$ cat src/rtl/uart_rx_if.sv
// Serial receive link: line input plus received-byte outputs and status strobes.
// master drives the line and observes results; slave is the receiver.
interface uart_rx_if;
  logic       rxd;
  logic [7:0] rxdata;
  logic       rx_valid;
  logic       frame_err;
  logic       busy;

  modport master (
    output rxd,
    input  rxdata,
    input  rx_valid,
    input  frame_err,
    input  busy
  );

  modport slave (
    input  rxd,
    output rxdata,
    output rx_valid,
    output frame_err,
    output busy
  );
endinterface

$ cat src/rtl/uart_rx.sv
// UART receiver, 8N1, LSB first. Synchronizes rxd, checks the start bit at half a bit,
// samples data mid-bit and strobes rx_valid or frame_err after the stop sample.
module uart_rx #(
  parameter int unsigned BIT_CLK = 87
) (
  input  logic     clk,
  input  logic     reset,
  uart_rx_if.slave bus
);

  localparam int unsigned HALF    = (BIT_CLK - 1) / 2;
  localparam logic [7:0]  HalfM1  = 8'(HALF - 1);
  localparam logic [7:0]  LastCnt = 8'(BIT_CLK - 1);

  typedef enum logic [2:0] {StIdle, StStart, StData, StStop, StBreak} state_e;

  state_e     state_q, state_d;
  logic       s1_q, s2_q;
  logic [7:0] count_q, count_d;
  logic [2:0] index_q, index_d;
  logic [7:0] shift_q, shift_d;
  logic [7:0] rxdata_q, rxdata_d;
  logic       rx_valid_q, rx_valid_d;
  logic       frame_err_q, frame_err_d;
  logic       busy_q, busy_d;

  always_comb begin
    state_d     = state_q;
    count_d     = count_q;
    index_d     = index_q;
    shift_d     = shift_q;
    rxdata_d    = rxdata_q;
    rx_valid_d  = 1'b0;
    frame_err_d = 1'b0;
    case (state_q)
      StIdle: begin
        count_d = 8'd0;
        index_d = 3'd0;
        if (!s2_q) state_d = StStart;
      end
      // The entry edge counts as the first start-bit cycle, so the check lands at E+HALF.
      StStart: begin
        count_d = count_q + 8'd1;
        if (count_q == HalfM1) begin
          count_d = 8'd0;
          state_d = s2_q ? StIdle : StData;
        end
      end
      StData: begin
        count_d = count_q + 8'd1;
        if (count_q == LastCnt) begin
          count_d          = 8'd0;
          shift_d[index_q] = s2_q;
          index_d          = index_q + 3'd1;
          if (index_q == 3'd7) state_d = StStop;
        end
      end
      StStop: begin
        count_d = count_q + 8'd1;
        if (count_q == LastCnt) begin
          count_d = 8'd0;
          if (s2_q) begin
            rxdata_d   = shift_q;
            rx_valid_d = 1'b1;
            state_d    = StIdle;
          end else begin
            frame_err_d = 1'b1;
            state_d     = StBreak;
          end
        end
      end
      StBreak: begin
        count_d = 8'd0;
        if (s2_q) state_d = StIdle;
      end
      default: begin
        state_d = StIdle;
        count_d = 8'd0;
        index_d = 3'd0;
      end
    endcase
    busy_d = (state_d != StIdle);
  end

  always_ff @(posedge clk or posedge reset) begin
    if (reset) begin
      s1_q        <= 1'b1;
      s2_q        <= 1'b1;
      state_q     <= StIdle;
      count_q     <= 8'd0;
      index_q     <= 3'd0;
      shift_q     <= 8'd0;
      rxdata_q    <= 8'd0;
      rx_valid_q  <= 1'b0;
      frame_err_q <= 1'b0;
      busy_q      <= 1'b0;
    end else begin
      s1_q        <= bus.rxd;
      s2_q        <= s1_q;
      state_q     <= state_d;
      count_q     <= count_d;
      index_q     <= index_d;
      shift_q     <= shift_d;
      rxdata_q    <= rxdata_d;
      rx_valid_q  <= rx_valid_d;
      frame_err_q <= frame_err_d;
      busy_q      <= busy_d;
    end
  end

  assign bus.rxdata    = rxdata_q;
  assign bus.rx_valid  = rx_valid_q;
  assign bus.frame_err = frame_err_q;
  assign bus.busy      = busy_q;

endmodule
$ cat src/flat_wrapper.sv
// flat-port wrapper written by rule: the top's interface ports become plain ports
module uart_rx_flat 
#(
  parameter int unsigned BIT_CLK = 87
)
  (clk, reset, bus_rxd, bus_rxdata, bus_rx_valid, bus_frame_err, bus_busy);
  uart_rx_if bus_i ();
  input  logic clk;
  input  logic reset;
  input wire logic [$bits(bus_i.rxd)-1:0] bus_rxd;
  output wire logic [$bits(bus_i.rxdata)-1:0] bus_rxdata;
  output wire logic [$bits(bus_i.rx_valid)-1:0] bus_rx_valid;
  output wire logic [$bits(bus_i.frame_err)-1:0] bus_frame_err;
  output wire logic [$bits(bus_i.busy)-1:0] bus_busy;
  assign bus_i.rxd = bus_rxd;
  assign bus_rxdata = bus_i.rxdata;
  assign bus_rx_valid = bus_i.rx_valid;
  assign bus_frame_err = bus_i.frame_err;
  assign bus_busy = bus_i.busy;
  uart_rx #(.BIT_CLK(BIT_CLK)) u_core (.clk(clk), .reset(reset), .bus(bus_i));
endmodule
$ cat config.mk
export PLATFORM = sky130hd
export DESIGN_NAME = uart_rx_flat
export DESIGN_NICKNAME = d
export VERILOG_FILES = /design/src/rtl/uart_rx_if.sv /design/src/rtl/uart_rx.sv /design/src/flat_wrapper.sv
export SDC_FILE = /design/constraint.sdc
export NUM_CORES = 1
export LEC_CHECK = 0
export ABC_AREA = 1
export CORE_ASPECT_RATIO = 0.75
export CORE_MARGIN = 5
export CORE_UTILIZATION = 60
export DETAILED_ROUTE_END_ITERATION = 6
export DONT_BUFFER_PORTS = 1
export PLACE_DENSITY = 0.76
export SETUP_SLACK_MARGIN = 0.02
export SLEW_MARGIN = 20
export SYNTH_ARGS = -nofsm -noshare
export SYNTH_HDL_FRONTEND = slang
export SYNTH_SLANG_ARGS = --single-unit
$ cat constraint.sdc
create_clock -name clk -period 1.8 [get_ports clk]
set_input_delay 0.36 -clock clk [delete_from_list [all_inputs] [get_ports clk]]
set_output_delay 0.36 -clock clk [all_outputs]
set_load 0.01 [all_outputs]
Word level (Yosys, flattened, before mapping)

Index checks and enable logic that the tools add are counted.

Register bits: 35
Input port bits: 3
Output and inout bits: 11
Word-level logic and storage cells: 54

$add $sub $neg: 2
Order comparisons: 2
Equal/unequal tests: 8
Muxes and demuxes: 23
Bitwise gates (word level): 1
Reduce and logical (&&, ||, !) cells: 8

Operators with widths:

| operator                                                   | count |
|---|---|
| two-way mux 3 bit                                          | 8 |
| two-way mux 8 bit                                          | 2 |
| one-hot mux 8 bit (2 select lines)                         | 1 |
| one-hot mux 3 bit (5 select lines)                         | 1 |
| adder 8 x 1 -> 8 bit, second input constant                | 1 |
| bitwise mux 8 bit                                          | 1 |
| equality test 8 x 6 -> 1 bit, second input constant        | 1 |
| equality test 8 x 7 -> 1 bit, second input constant        | 1 |
| two-way mux 1 bit                                          | 7 |
| equality test 3 x 2 -> 1 bit, second input constant        | 2 |
| equality test 3 bit, second input constant                 | 2 |
| one-hot mux 3 bit (2 select lines)                         | 1 |
| less-than comparator 3 x 4 -> 1 bit, second input constant | 1 |
| AND reduction 2 bit                                        | 2 |
| adder 3 x 1 -> 3 bit, second input constant                | 1 |
| demux 1 bit (select 3 bit)                                 | 1 |
| equality test 3 x 1 -> 1 bit, second input constant        | 1 |
| >= comparator 3 x 1 -> 1 bit, second input constant        | 1 |
| zero test 3 bit                                            | 1 |
| AND reduction 3 bit                                        | 1 |
| nonzero test 3 bit                                         | 1 |
| OR reduction 3 bit                                         | 1 |
| two-way mux 2 bit                                          | 1 |
| != test 2 x 1 -> 1 bit, second input constant              | 1 |
| other kinds (3)                                            | 3 |

Depth between registers and ports, before layout

Gate-level depths: netlist (run 1).

Word-level depth: 5
Gate-level depth with buffers: 10
Depth with buffers taken out: 10

Worst setup path after synthesis (run 1)

No wires, ideal clock.

Path kind: flip-flop to flip-flop
Start point: register u_core.count_q[0]
End point: register u_core.busy_q (netlist: u_core.bus.busy)
Arrival: 1.199 ns
Data required time: 1.678 ns
Setup slack: 0.479 ns
Stages on the path, launching flop included: 10
Cell sequence: dfrtp_1 inv_1 ha_1 nand2_1 nor2_4 nand2_4 nand2_2 nand3_1 nor2_1 nand2_1

Longest elaborated chain between the ends: 4

RTL lines:

| item                                                                                | line                                        | text |
|---|---|---|
| from (decl)                                                                         | uart_rx.sv:19                               | `logic [7:0] count_q, count_d;` |
| from (signal assigned)                                                              | uart_rx.sv:101                              | `count_q <= count_d;` |
| equality test 8 x 7 -> 1 bit / equality test 8 x 6 -> 1 bit (equally long branches) | uart_rx.sv:51, uart_rx.sv:60, uart_rx.sv:44 |  |
| two-way mux 3 bit (on tied branches)                                                | uart_rx.sv:60, uart_rx.sv:44, uart_rx.sv:51 |  |
| one-hot mux 3 bit (5 select lines) (*)                                              | uart_rx.sv:35                               | `case (state_q)` |
| nonzero test 3 bit (*)                                                              | uart_rx.sv:82                               | `busy_d = (state_d != StIdle);` |
| named net u_core.busy_d                                                             | uart_rx.sv:25                               | `logic busy_q, busy_d;` |
| to (signal assigned)                                                                | uart_rx.sv:107                              | `busy_q <= busy_d;` |
| to (decl)                                                                           | uart_rx.sv:25                               |  |

The timed path passes the listed nets; every way through them passes the cells marked *.
A chain may end at the register's enable or synchronous reset.

Final worst setup path (run 1)

Start point: register u_core.count_q[0]
End point: register u_core.count_q[1]

Longest elaborated chain between the ends: 3

RTL lines:

| item                                               | line |
|---|---|
| adder 8 x 1 -> 8 bit, or another cell as far along | uart_rx.sv:43, uart_rx.sv:50, uart_rx.sv:59 |
| two-way mux 8 bit (on tied branches)               | uart_rx.sv:51, uart_rx.sv:60, uart_rx.sv:44 |
| one-hot mux 8 bit (2 select lines) (*)             | uart_rx.sv:35 |
| named net u_core.count_d[1]                        | uart_rx.sv:19 |

Marks and branches as above.

==> load_flow_metrics.sql, run 1 <==
INSERT INTO impl_metrics (metric_group, metric, value, unit) VALUES
('outcome', 'status', 'finished clean', ''),
('sta', 'report.final.hold_viol_count', '0', ''),
('detailed_routing', 'firstDrtPassIters', '4', ''),
('setup_path', 'timing.critical_path.arrival', '1.65', 'ns'),
('detailed_routing', 'via_count', '1293', ''),
('setup_path', 'worstSetupStartpointType', 'flop', ''),
('job', 'max_cap_viol_count', '0', ''),
('sta', 'rsz0062_at_grt', 'false', ''),
('clock_tree', 'postCtsSetupRepairBufs', '0', ''),
('setup_path', 'cp-end-kind', 'flop', ''),
('clock_tree', 'number_of_sinks_handled_by_clock_tree_synthesis', '35', ''),
('sta', 'finClkSkew', '0.0104', 'ns'),
('setup_path', 'crit_path_cell_trace', 'inv_1, ha_1, nand2_1, nor2_4, nand2_4, nand2_2, nand2_1, inv_2, a21oi_1', ''),
('die', 'top_ports', '14', ''),
('setup_path', 'timing.critical_path.slowest_stage_cell', 'dfrtp_1', ''),
('power_and_ir_drop', 'cellPowerDensity', '955', 'nW/µm²'),
('power_and_ir_drop', 'cellLeakagePower', '0.930', 'nW'),
('clock_tree', 'clk_transition_reported_paths', '0.07', 'ns'),
('clock_tree', 'cts_resized', '0', ''),
('setup_path', 'criticalPathCategory', 'flop to flop', ''),
('sta', 'setup-violations-final', '0', ''),
('die', 'start_util', '0.644', ''),
('setup_path', 'critical_path.n_buffers_inverters', '2', ''),
('place', 'placed_cells_incl_taps', '238', ''),
('global_route', 'via_count_of_the_first_global_routing_pass', '1171', ''),
('synth', 'syn-cell-area', '1740', 'µm²'),
('sta', 'max_slew.worst_pin.slew', '0.364', 'ns'),
('synth', 'synth_top_area_frac', '0.475', ''),
('clock_tree', 'cts-buffers-inserted', '5', ''),
('global_route', 'grt_start_max_net_pins', '19', ''),
('setup_path', 'largest_driver_fanout_on_the_critical_path', '8', ''),
('sta', 'slew_margin_rel', '0.757', ''),
('setup_path', 'slowest_cell_delay_on_critical_path', '0.41', 'ns'),
('clock_tree', 'cts_hold_buf', '0', ''),
('layout', 'multi_input_area', '737', 'µm²'),
('synth', 'mappedNetlistNets', '211', ''),
('synth', 'synth_area_leader_cell', 'dfrtp_1', ''),
('die', 'die-height', '56.6', 'µm'),
('layout', 'fillerInstances', '235', ''),
('place', 'gp_congestion', '0.865', ''),
('die', 'fp.dieArea', '4090', 'µm²'),
('global_route', 'grt_pass1_wl', '5340', 'µm'),
('layout', 'layout_common_cells', 'nand2_1, dfrtp_1, nand3_1', ''),
('power_and_ir_drop', 'max_rail_drop_vdd', '0.000822', 'V'),
('synth', 'synthesis.yosys.warnings', '0', ''),
('layout', 'layout.nets', '216', ''),
('synth', 'ys_ff_latch', '35', ''),
('setup_path', 'cp.required', '1.96', 'ns'),
('global_route', 'grt_overflow', '0', ''),
('sta', 'fin_crit_sh', '0.824', ''),
('sta', 'report.final.slew_viol_count', '0', ''),
('die', 'row_count', '16', ''),
('sta', 'max_clock_freq', '674', 'MHz'),
('place', 'detailed_place_hpwl', '2260', 'µm'),
('layout', 'finalNonFillerCells', '246', ''),
('detailed_routing', 'avgRoutedWirePerCell', '12.6', 'µm'),
('synth', 'synthesis.area_per_instance', '8.53', 'µm²'),
('clock_tree', 'clock_tree.root_cell', 'clkbuf_8', ''),
('sta', 'final.min_clock_period', '1.48', 'ns'),
('synth', 'yosysUniqueCellTypes', '26', ''),
('die', 'die_w', '72.2', 'µm'),
('detailed_routing', 'drt_iter0_markers', '104', ''),
('place', 'port-buffer-count', '0', ''),
('hold_path', 'hold_path_class', 'input port to async pin', ''),
('sta', 'timing.setup.tns', '0', 'ns'),
('detailed_routing', 'ant_nets', '0', ''),
('layout', 'area.growth.synth_to_final', '6.33', '%'),
('setup_path', 'worst_path_dominant_cell_family', 'simple AND/OR/NAND/NOR gates', ''),
('die', 'core', '2700', 'µm²'),
('synth', 'synthesis.instances', '204', ''),
('synth', 'seq_area_frac_synth', '0.505', '');
synthesized netlist by cell type:
| cell | count |
|---|---|
| a21oi_1 | 8 |
| a21oi_2 | 1 |
| buf_2 | 1 |
| buf_4 | 2 |
| buf_6 | 1 |
| clkinv_2 | 1 |
| clkinv_4 | 1 |
| dfrtp_1 | 33 |
| dfstp_2 | 2 |
| ha_1 | 4 |
| inv_1 | 17 |
| inv_2 | 4 |
| nand2_1 | 57 |
| nand2_2 | 4 |
| nand2_4 | 3 |
| nand3_1 | 21 |
| nand3_4 | 1 |
| nand4_1 | 3 |
| nor2_1 | 17 |
| nor2_4 | 4 |
| nor3_1 | 2 |
| nor3_2 | 1 |
| o21ai_0 | 2 |
| o21ai_1 | 10 |
| xnor2_1 | 1 |
| xor2_1 | 3 |
area by class of cell:
type	instances	area share
multi-input combinational	142	0.399
timing repair buffer	2	0.00812
clock inverter	1	0.00271
clock buffer	7	0.0413
inverter	23	0.0501
sequential	35	0.475
tap	36	0.0244
metrics by stage:
stage	instance area, µm²	worst slack, ns	total power, W	hold slack [ns]	utilization
floorplan	1740	0.479	0.00118	0.345	-
global placement	1770	0.393	0.00122	0.293	0.654
detailed placement	1770	0.322	0.00124	0.315	0.654
CTS	1850	0.324	0.00177	0.0109	0.684
global route	1850	0.203	0.00187	0.0283	0.684
finish	1850	0.317	0.00177	0.00220	0.684
report_power, final:
part / internal [W] / leakage (nW) / switching (W)
Clock: 0.000271 / 0.0422 / 0.000263
Sequential: 0.000838 / 0.472 / 0.0000589
Combinational: 0.000102 / 0.415 / 0.000232
final timing paths:
kind / depth (start not counted) / end / slack, ns / start
worst max-delay path: 9 / u_core.count_q[1] / 0.32 / u_core.count_q[0]
worst min-delay path: 2 / u_core.bus.rxdata[7] / 0.002 / reset
worst max register to register: 9 / u_core.count_q[1] / 0.32 / u_core.count_q[0]
worst min register to register: 0 / u_core.s2_q / 0.36 / u_core.s1_q
max in group asynchronous: 2 / u_core.s2_q / 1.54 / reset
min in group clk: 0 / u_core.s1_q / 0.08 / bus_rxd
routing by layer:
metal	up-vias	global-route usage	wire, µm
met5	-	0	0
met4	0	0.0643	36
met3	5	0.0481	187
li1	656	-	-
met1	596	0.245	1570
met2	36	0.231	1300
flip-flops by register name, indices dropped and copies added (netlist names):
signal,flops
u_core.bus.busy,1
u_core.bus.frame_err,1
u_core.bus.rx_valid,1
u_core.bus.rxdata,8
u_core.count_q,8
u_core.index_q,3
u_core.s1_q,1
u_core.s2_q,1
u_core.shift_q,8
u_core.state_q,3
cell families (layout without fill, tap and decap cells):
family / after synthesis / count (layout) / synth area share
AO/OA/AOI/OAI: 21 / 21 / 0.0626
XOR/XNOR: 4 / 4 / 0.0201
adder cells (fa/ha/maj): 4 / 4 / 0.0288
buffers and inverters: 27 / 33 / 0.0712
flip-flops: 35 / 35 / 0.505
AND/OR/NAND/NOR: 113 / 113 / 0.312
(Power assumes the default switching activity.)
==> inputs of run 2 (changes only) <==
==> constraint.sdc (replaced) <==
create_clock -name clk -period 1.5 [get_ports clk]
set_input_delay 0.3 -clock clk [delete_from_list [all_inputs] [get_ports clk]]
set_output_delay 0.3 -clock clk [all_outputs]
set_load 0.01 [all_outputs]
==> run 2 against run 1 <==
Against the previous run: routed wire length up 6.2%; maximum frequency up 3.9%; register-to-register slack worse by 0.24 ns; count of clock-buffer cells in the layout unchanged; sequential power up 20%; flip-flop and latch count unchanged; non-clock buffer count up 4; die area unchanged; final cell count up 1.6%; global-route usage up 1.5 points; setup slack worse by 0.24 ns.
==> load_flow_metrics.sql, run 2 (synthesis results as in run 1) <==
INSERT INTO impl_metrics (metric_group, metric, value, unit) VALUES
('layout', 'antennaDiodeCount', '0', ''),
('global_route', 'grt_start_max_net_pins', '19', ''),
('die', 'core', '2700', 'µm²'),
('sta', 'fin_crit_sh', '0.952', ''),
('detailed_routing', 'drc', '0', ''),
('sta', 'setup-violations-final', '0', ''),
('global_route', 'grt_antenna_before_repair', '0', ''),
('sta', 'final.min_clock_period', '1.43', 'ns'),
('detailed_routing', 'avgRoutedWirePerCell', '13.1', 'µm'),
('global_route', 'grt_overflow', '0', ''),
('die', 'top_ports', '14', ''),
('setup_path', 'criticalPathCategory', 'flop to flop', ''),
('layout', 'finalNonFillerCells', '250', ''),
('detailed_routing', 'ant_nets', '0', ''),
('power_and_ir_drop', 'cellPowerDensity', '1150', 'nW/µm²'),
('place', 'placed_cells_incl_taps', '239', ''),
('sta', 'slew_margin_rel', '0.770', ''),
('sta', 'finClkSkew', '0.0111', 'ns'),
('detailed_routing', 'firstDrtPassIters', '4', ''),
('global_route', 'grt_pass1_wl', '5720', 'µm'),
('clock_tree', 'clock_tree.root_cell', 'clkbuf_8', ''),
('detailed_routing', 'via_count', '1305', ''),
('place', 'port-buffer-count', '0', ''),
('layout', 'layout.nets', '220', ''),
('die', 'start_util', '0.644', ''),
('layout', 'area.growth.synth_to_final', '9.42', '%'),
('clock_tree', 'ctsLongestPathBuffers', '2', ''),
('die', 'die-height', '56.6', 'µm'),
('setup_path', 'cp.required', '1.67', 'ns'),
('setup_path', 'worstSetupStartpointType', 'flop', ''),
('sta', 'report.final.slew_viol_count', '0', ''),
('place', 'detailed_place_hpwl', '2280', 'µm'),
('setup_path', 'cp-end-kind', 'flop', ''),
('power_and_ir_drop', 'cellLeakagePower', '0.948', 'nW'),
('global_route', 'track_usage', '0.182', ''),
('die', 'die_w', '72.2', 'µm'),
('sta', 'rsz0062_at_grt', 'true', ''),
('setup_path', 'timing.critical_path.arrival', '1.60', 'ns'),
('die', 'fp.dieArea', '4090', 'µm²'),
('detailed_routing', 'wirelength', '3290', 'µm'),
('clock_tree', 'number_of_sinks_handled_by_clock_tree_synthesis', '35', ''),
('global_route', 'via_count_of_the_first_global_routing_pass', '1216', ''),
('layout', 'fin_area', '1900', 'µm²'),
('clock_tree', 'clk_transition_reported_paths', '0.06', 'ns'),
('sta', 'report.final.hold_viol_count', '0', ''),
('clock_tree', 'clk-insertion-delay-late', '0.29', 'ns'),
('sta', 'layout_setup_ws', '0.0724', 'ns'),
('clock_tree', 'cts_tree', 'yes', ''),
('setup_path', 'largest_driver_fanout_on_the_critical_path', '4', ''),
('outcome', 'status', 'finished clean', ''),
('detailed_routing', 'detail_route.vias_per_cell', '5.22', ''),
('place', 'placement.cell_area', '1780', 'µm²'),
('clock_tree', 'h_tree_lvl_count', '2', ''),
('hold_path', 'hold_path_class', 'flop to flop', ''),
('job', 'max_cap_viol_count', '0', ''),
('layout', 'post_route_cells_drive_above_1_share', '0.178', ''),
('detailed_routing', 'drt_iter0_markers', '106', ''),
('place', 'dp_worst_setup_slack', '0.0504', 'ns'),
('clock_tree', 'cts-buffers-inserted', '5', ''),
('layout', 'layout.cells.most_common', 'nand2_1', ''),
('place', 'gp_congestion', '0.866', ''),
('sta', 'max_clock_freq', '700', 'MHz'),
('power_and_ir_drop', 'max_rail_drop_vdd', '0.000647', 'V'),
('die', 'row_count', '16', ''),
('sta', 'max_slew.worst_pin.slew', '0.344', 'ns'),
('layout', 'layout_common_cells', 'nand2_1, dfrtp_1, nand3_1', '');
run 2: cell types whose count changed in the layout (fill, tap and decap cells not counted), sizes merged:
| cell | previous run | this run |
|---|---|---|
| buf | 2 | 4 |
| dlygate4sd3 | 0 | 2 |
run 2: critical path, cell delays in order (launching register included):
cell and delay, ns:
dfrtp_1 0.40, inv_1 0.07, ha_2 0.19, nand2_1 0.09, nor2_4 0.11, nand2_4 0.08
nand2_2 0.07, nand3_1 0.12, nor2_1 0.11, nand2_1 0.06
run 2: report_power, final:
| group | internal, W | switching, W |
|---|---|---|
| Clock | 0.000325 | 0.000326 |
| Combinational | 0.000156 | 0.000305 |
| Sequential | 0.00101 | 0.0000702 |
run 2: what timing repair did:
item | 4_1_cts | 5_1_grt
gates resized for setup | 0 | 7
hold buffers | 1 | 1
endpoints found under the hold margin | 33 | 1
setup buffers | 0 | 1
endpoints found under the setup margin | 0 | 26
run 2: worst paths after layout:
path                       slack (ns)  cells past startpoint               from                end
hold / removal                   0.36                      0        u_core.s1_q        u_core.s2_q
min in group asynchronous        0.48                      3              reset  u_core.count_q[6]
setup / recovery                 0.07                      9  u_core.count_q[0]    u_core.bus.busy
max in group asynchronous        0.75                      3              reset        u_core.s2_q
hold reg to reg                  0.36                      0        u_core.s1_q        u_core.s2_q
setup reg to reg                 0.07                      9  u_core.count_q[0]    u_core.bus.busy
run 2: metal layers:
layer / track usage / vias up / share of wire
met2: 0.250 / 27 / 0.43
met4: 0.0697 / 0 / 0.014
li1: - / 667 / -
met3: 0.0553 / 7 / 0.065
met1: 0.266 / 604 / 0.49
met5: 0 / - / 0
run 2: final cells by class:
class | instances | area, µm²
Inverter | 23 | 95.1
Fill cell | 229 | 800
Tap cell | 36 | 45.0
Timing Repair Buffer | 6 | 50.0
Multi-Input combinational cell | 142 | 753
Sequential cell | 35 | 878
Clock inverter | 1 | 5.00
Clock buffer | 7 | 76.3
run 2: per-stage QoR:
step	hold WS (ns)	total power [W]	TNS [ns]	utilization
after floorplan	0.304	0.00142	0	-
after CTS	0.00782	0.00214	0	0.691
after global routing	0.364	0.00233	-0.0463	0.704
final	0.357	0.00219	0	0.704
after global placement	0.233	0.00147	0	0.657
after detailed placement	0.253	0.00149	0	0.657
==> inputs of run 3 (changes only) <==
--- a/config.mk
+++ b/config.mk
@@ -8,10 +8,10 @@
 export ABC_AREA = 1
 export CORE_ASPECT_RATIO = 0.75
 export CORE_MARGIN = 5
-export CORE_UTILIZATION = 60
+export CORE_UTILIZATION = 35
 export DETAILED_ROUTE_END_ITERATION = 6
 export DONT_BUFFER_PORTS = 1
-export PLACE_DENSITY = 0.76
+export RECOVER_POWER = 100
 export SETUP_SLACK_MARGIN = 0.02
 export SLEW_MARGIN = 20
 export SYNTH_ARGS = -nofsm -noshare
==> run 3 against run 2 <==
Against the previous run: core utilization is 30 points lower; hold slack worse by 0.21 ns; die area is 59% higher; final cell count is 10% higher; first-iteration DRC count is 22% lower.
==> load_flow_metrics.sql, run 3 (synthesis results as in run 1) <==
INSERT INTO impl_metrics (metric_group, metric, value, unit) VALUES
('clock_tree', 'clk-insertion-delay-late', '0.28', 'ns'),
('setup_path', 'reg2reg_setup_slack', '0.13', 'ns'),
('clock_tree', 'cts_tree', 'yes', ''),
('setup_path', 'timing.critical_path.arrival', '1.54', 'ns'),
('die', 'core', '4840', 'µm²'),
('job', 'max_cap_viol_count', '0', ''),
('sta', 'report.final.slew_viol_count', '0', ''),
('setup_path', 'r2r-end', 'u_core.shift_q[7]', ''),
('sta', 'hold_slack', '0.149', 'ns'),
('detailed_routing', 'ant_nets', '0', ''),
('global_route', 'grt_antenna_before_repair', '0', ''),
('detailed_routing', 'wirelength', '3280', 'µm'),
('layout', 'layout_common_cells', 'nand2_1, dfrtp_1, nand3_1', ''),
('sta', 'max_clock_freq', '732', 'MHz'),
('sta', 'layout_setup_ws', '0.133', 'ns'),
('detailed_routing', 'detail_route.vias_per_cell', '4.62', ''),
('clock_tree', 'postCtsSetupRepairBufs', '0', ''),
('outcome', 'status', 'finished clean', ''),
('layout', 'post_route_cells_drive_above_1_share', '0.181', ''),
('setup_path', 'criticalPathCategory', 'flop to flop', ''),
('clock_tree', 'clk_transition_reported_paths', '0.07', 'ns'),
('power_and_ir_drop', 'cellPowerDensity', '1130', 'nW/µm²'),
('layout', 'final_core_util', '0.402', ''),
('global_route', 'grt_pass1_wl', '5960', 'µm'),
('clock_tree', 'number_of_sinks_handled_by_clock_tree_synthesis', '35', ''),
('clock_tree', 'clock_tree.root_cell', 'clkbuf_8', ''),
('sta', 'slew_margin_rel', '0.441', ''),
('die', 'die-height', '71.0', 'µm'),
('layout', 'layout.cells.most_common', 'nand2_1', ''),
('layout', 'seqCellArea', '878', 'µm²'),
('sta', 'fin_crit_sh', '0.911', ''),
('die', 'die_w', '91.4', 'µm'),
('die', 'top_ports', '14', ''),
('detailed_routing', 'drc', '0', ''),
('clock_tree', 'ctsLongestPathBuffers', '2', ''),
('power_and_ir_drop', 'cellLeakagePower', '0.956', 'nW'),
('sta', 'setup-violations-final', '0', ''),
('place', 'dp_worst_setup_slack', '0.0976', 'ns'),
('sta', 'final.min_clock_period', '1.37', 'ns'),
('detailed_routing', 'firstDrtPassIters', '4', ''),
('setup_path', 'largest_driver_fanout_on_the_critical_path', '8', ''),
('layout', 'fillerInstances', '492', ''),
('layout', 'multi_input_area', '731', 'µm²'),
('place', 'gp_congestion', '0.833', ''),
('setup_path', 'cp.required', '1.67', 'ns'),
('clock_tree', 'h_tree_lvl_count', '2', ''),
('hold_path', 'hold_path_class', 'input port to async pin', ''),
('setup_path', 'worstSetupStartpointType', 'flop', ''),
('sta', 'report.final.hold_viol_count', '0', ''),
('sta', 'timing.setup.tns', '0', 'ns'),
('sta', 'max_slew.worst_pin.slew', '0.839', 'ns'),
('layout', 'area.growth.synth_to_final', '12.0', '%'),
('place', 'detailed_place_hpwl', '2340', 'µm'),
('global_route', 'track_usage', '0.116', ''),
('layout', 'layout.nets', '222', ''),
('setup_path', 'cp-end-kind', 'flop', ''),
('die', 'start_util', '0.359', ''),
('setup_path', 'timing.reg2reg.worst_path_depth', '6', ''),
('sta', 'finClkSkew', '0.00441', 'ns'),
('layout', 'fin_area', '1950', 'µm²'),
('sta', 'rsz0062_at_grt', 'true', ''),
('detailed_routing', 'drt_iter0_markers', '83', ''),
('global_route', 'via_count_of_the_first_global_routing_pass', '1208', ''),
('layout', 'antennaDiodeCount', '0', ''),
('global_route', 'grt_overflow', '0', ''),
('detailed_routing', 'avgRoutedWirePerCell', '11.9', 'µm'),
('clock_tree', 'cts-buffers-inserted', '5', ''),
('global_route', 'grt_start_max_net_pins', '36', ''),
('die', 'row_count', '22', ''),
('detailed_routing', 'via_count', '1276', ''),
('power_and_ir_drop', 'max_rail_drop_vdd', '0.000563', 'V'),
('place', 'port-buffer-count', '0', ''),
('die', 'fp.dieArea', '6490', 'µm²'),
('setup_path', 'worst_r2r_startpoint', 'u_core.count_q[5]', ''),
('place', 'placement.cell_area', '1860', 'µm²');
[run 3: worst max path at each step]
stage | startpoint | to | slack [ns] | cells after the start
2_1_floorplan | u_core.count_q[0] | u_core.bus.busy | 0.18 | 9
3_3_place_gp | u_core.count_q[1] | u_core.bus.rxdata[1] | 0.12 | 9
3_5_place_dp | u_core.count_q[0] | u_core.count_q[3] | 0.1 | 9
4_1_cts | u_core.count_q[0] | u_core.count_q[2] | 0.08 | 9
5_1_grt | u_core.count_q[0] | u_core.shift_q[3] | -0.00006 | 7
6_report | u_core.count_q[5] | u_core.shift_q[7] | 0.13 | 6
[run 3: layout make-up]
class	instances	share of cell area
Clock buffer	5	0.0353
Clock inverter	3	0.00771
Inverter	23	0.0488
Multi-Input combinational cell	142	0.375
Sequential cell	35	0.451
Tap cell	60	0.0385
Timing Repair Buffer	8	0.0437
[run 3: critical path, cell delays in order, from the launching register on]
cell and delay, ns:
dfrtp_1 0.41, inv_1 0.16, nand4_1 0.17, nor2_4 0.24, nand3_1 0.14, nand2_1 0.08, o21ai_1 0.05
[run 3: routing by layer]
metal / routed length (µm) / vias to the layer above / track usage / share of wire
met1: 1710 / 576 / 0.168 / 0.52
met3: 189 / 5 / 0.0478 / 0.058
met2: 1320 / 27 / 0.148 / 0.40
li1: - / 668 / - / -
met4: 64 / 0 / 0.0537 / 0.020
met5: 0 / - / 0 / 0
[run 3: power breakdown]
part	internal, W	leakage, nW	switching [W]
registers	0.00101	0.472	0.0000674
clock network	0.000318	0.0477	0.000334
logic	0.000189	0.436	0.000292
[run 3: repair_timing]
item	4_1_cts	5_1_grt
hold buffers	0	1
setup endpoints to repair	0	24
endpoints found under the hold margin	0	1
resized for setup	0	4
[run 3: stage by stage]
| step | cells | power, W |
|---|---|---|
| floorplan | 204 | 0.00142 |
| global placement | 267 | 0.00157 |
| detailed placement | 267 | 0.00157 |
| CTS | 275 | 0.00224 |
| global route | 276 | 0.00236 |
| finish | 276 | 0.00220 |
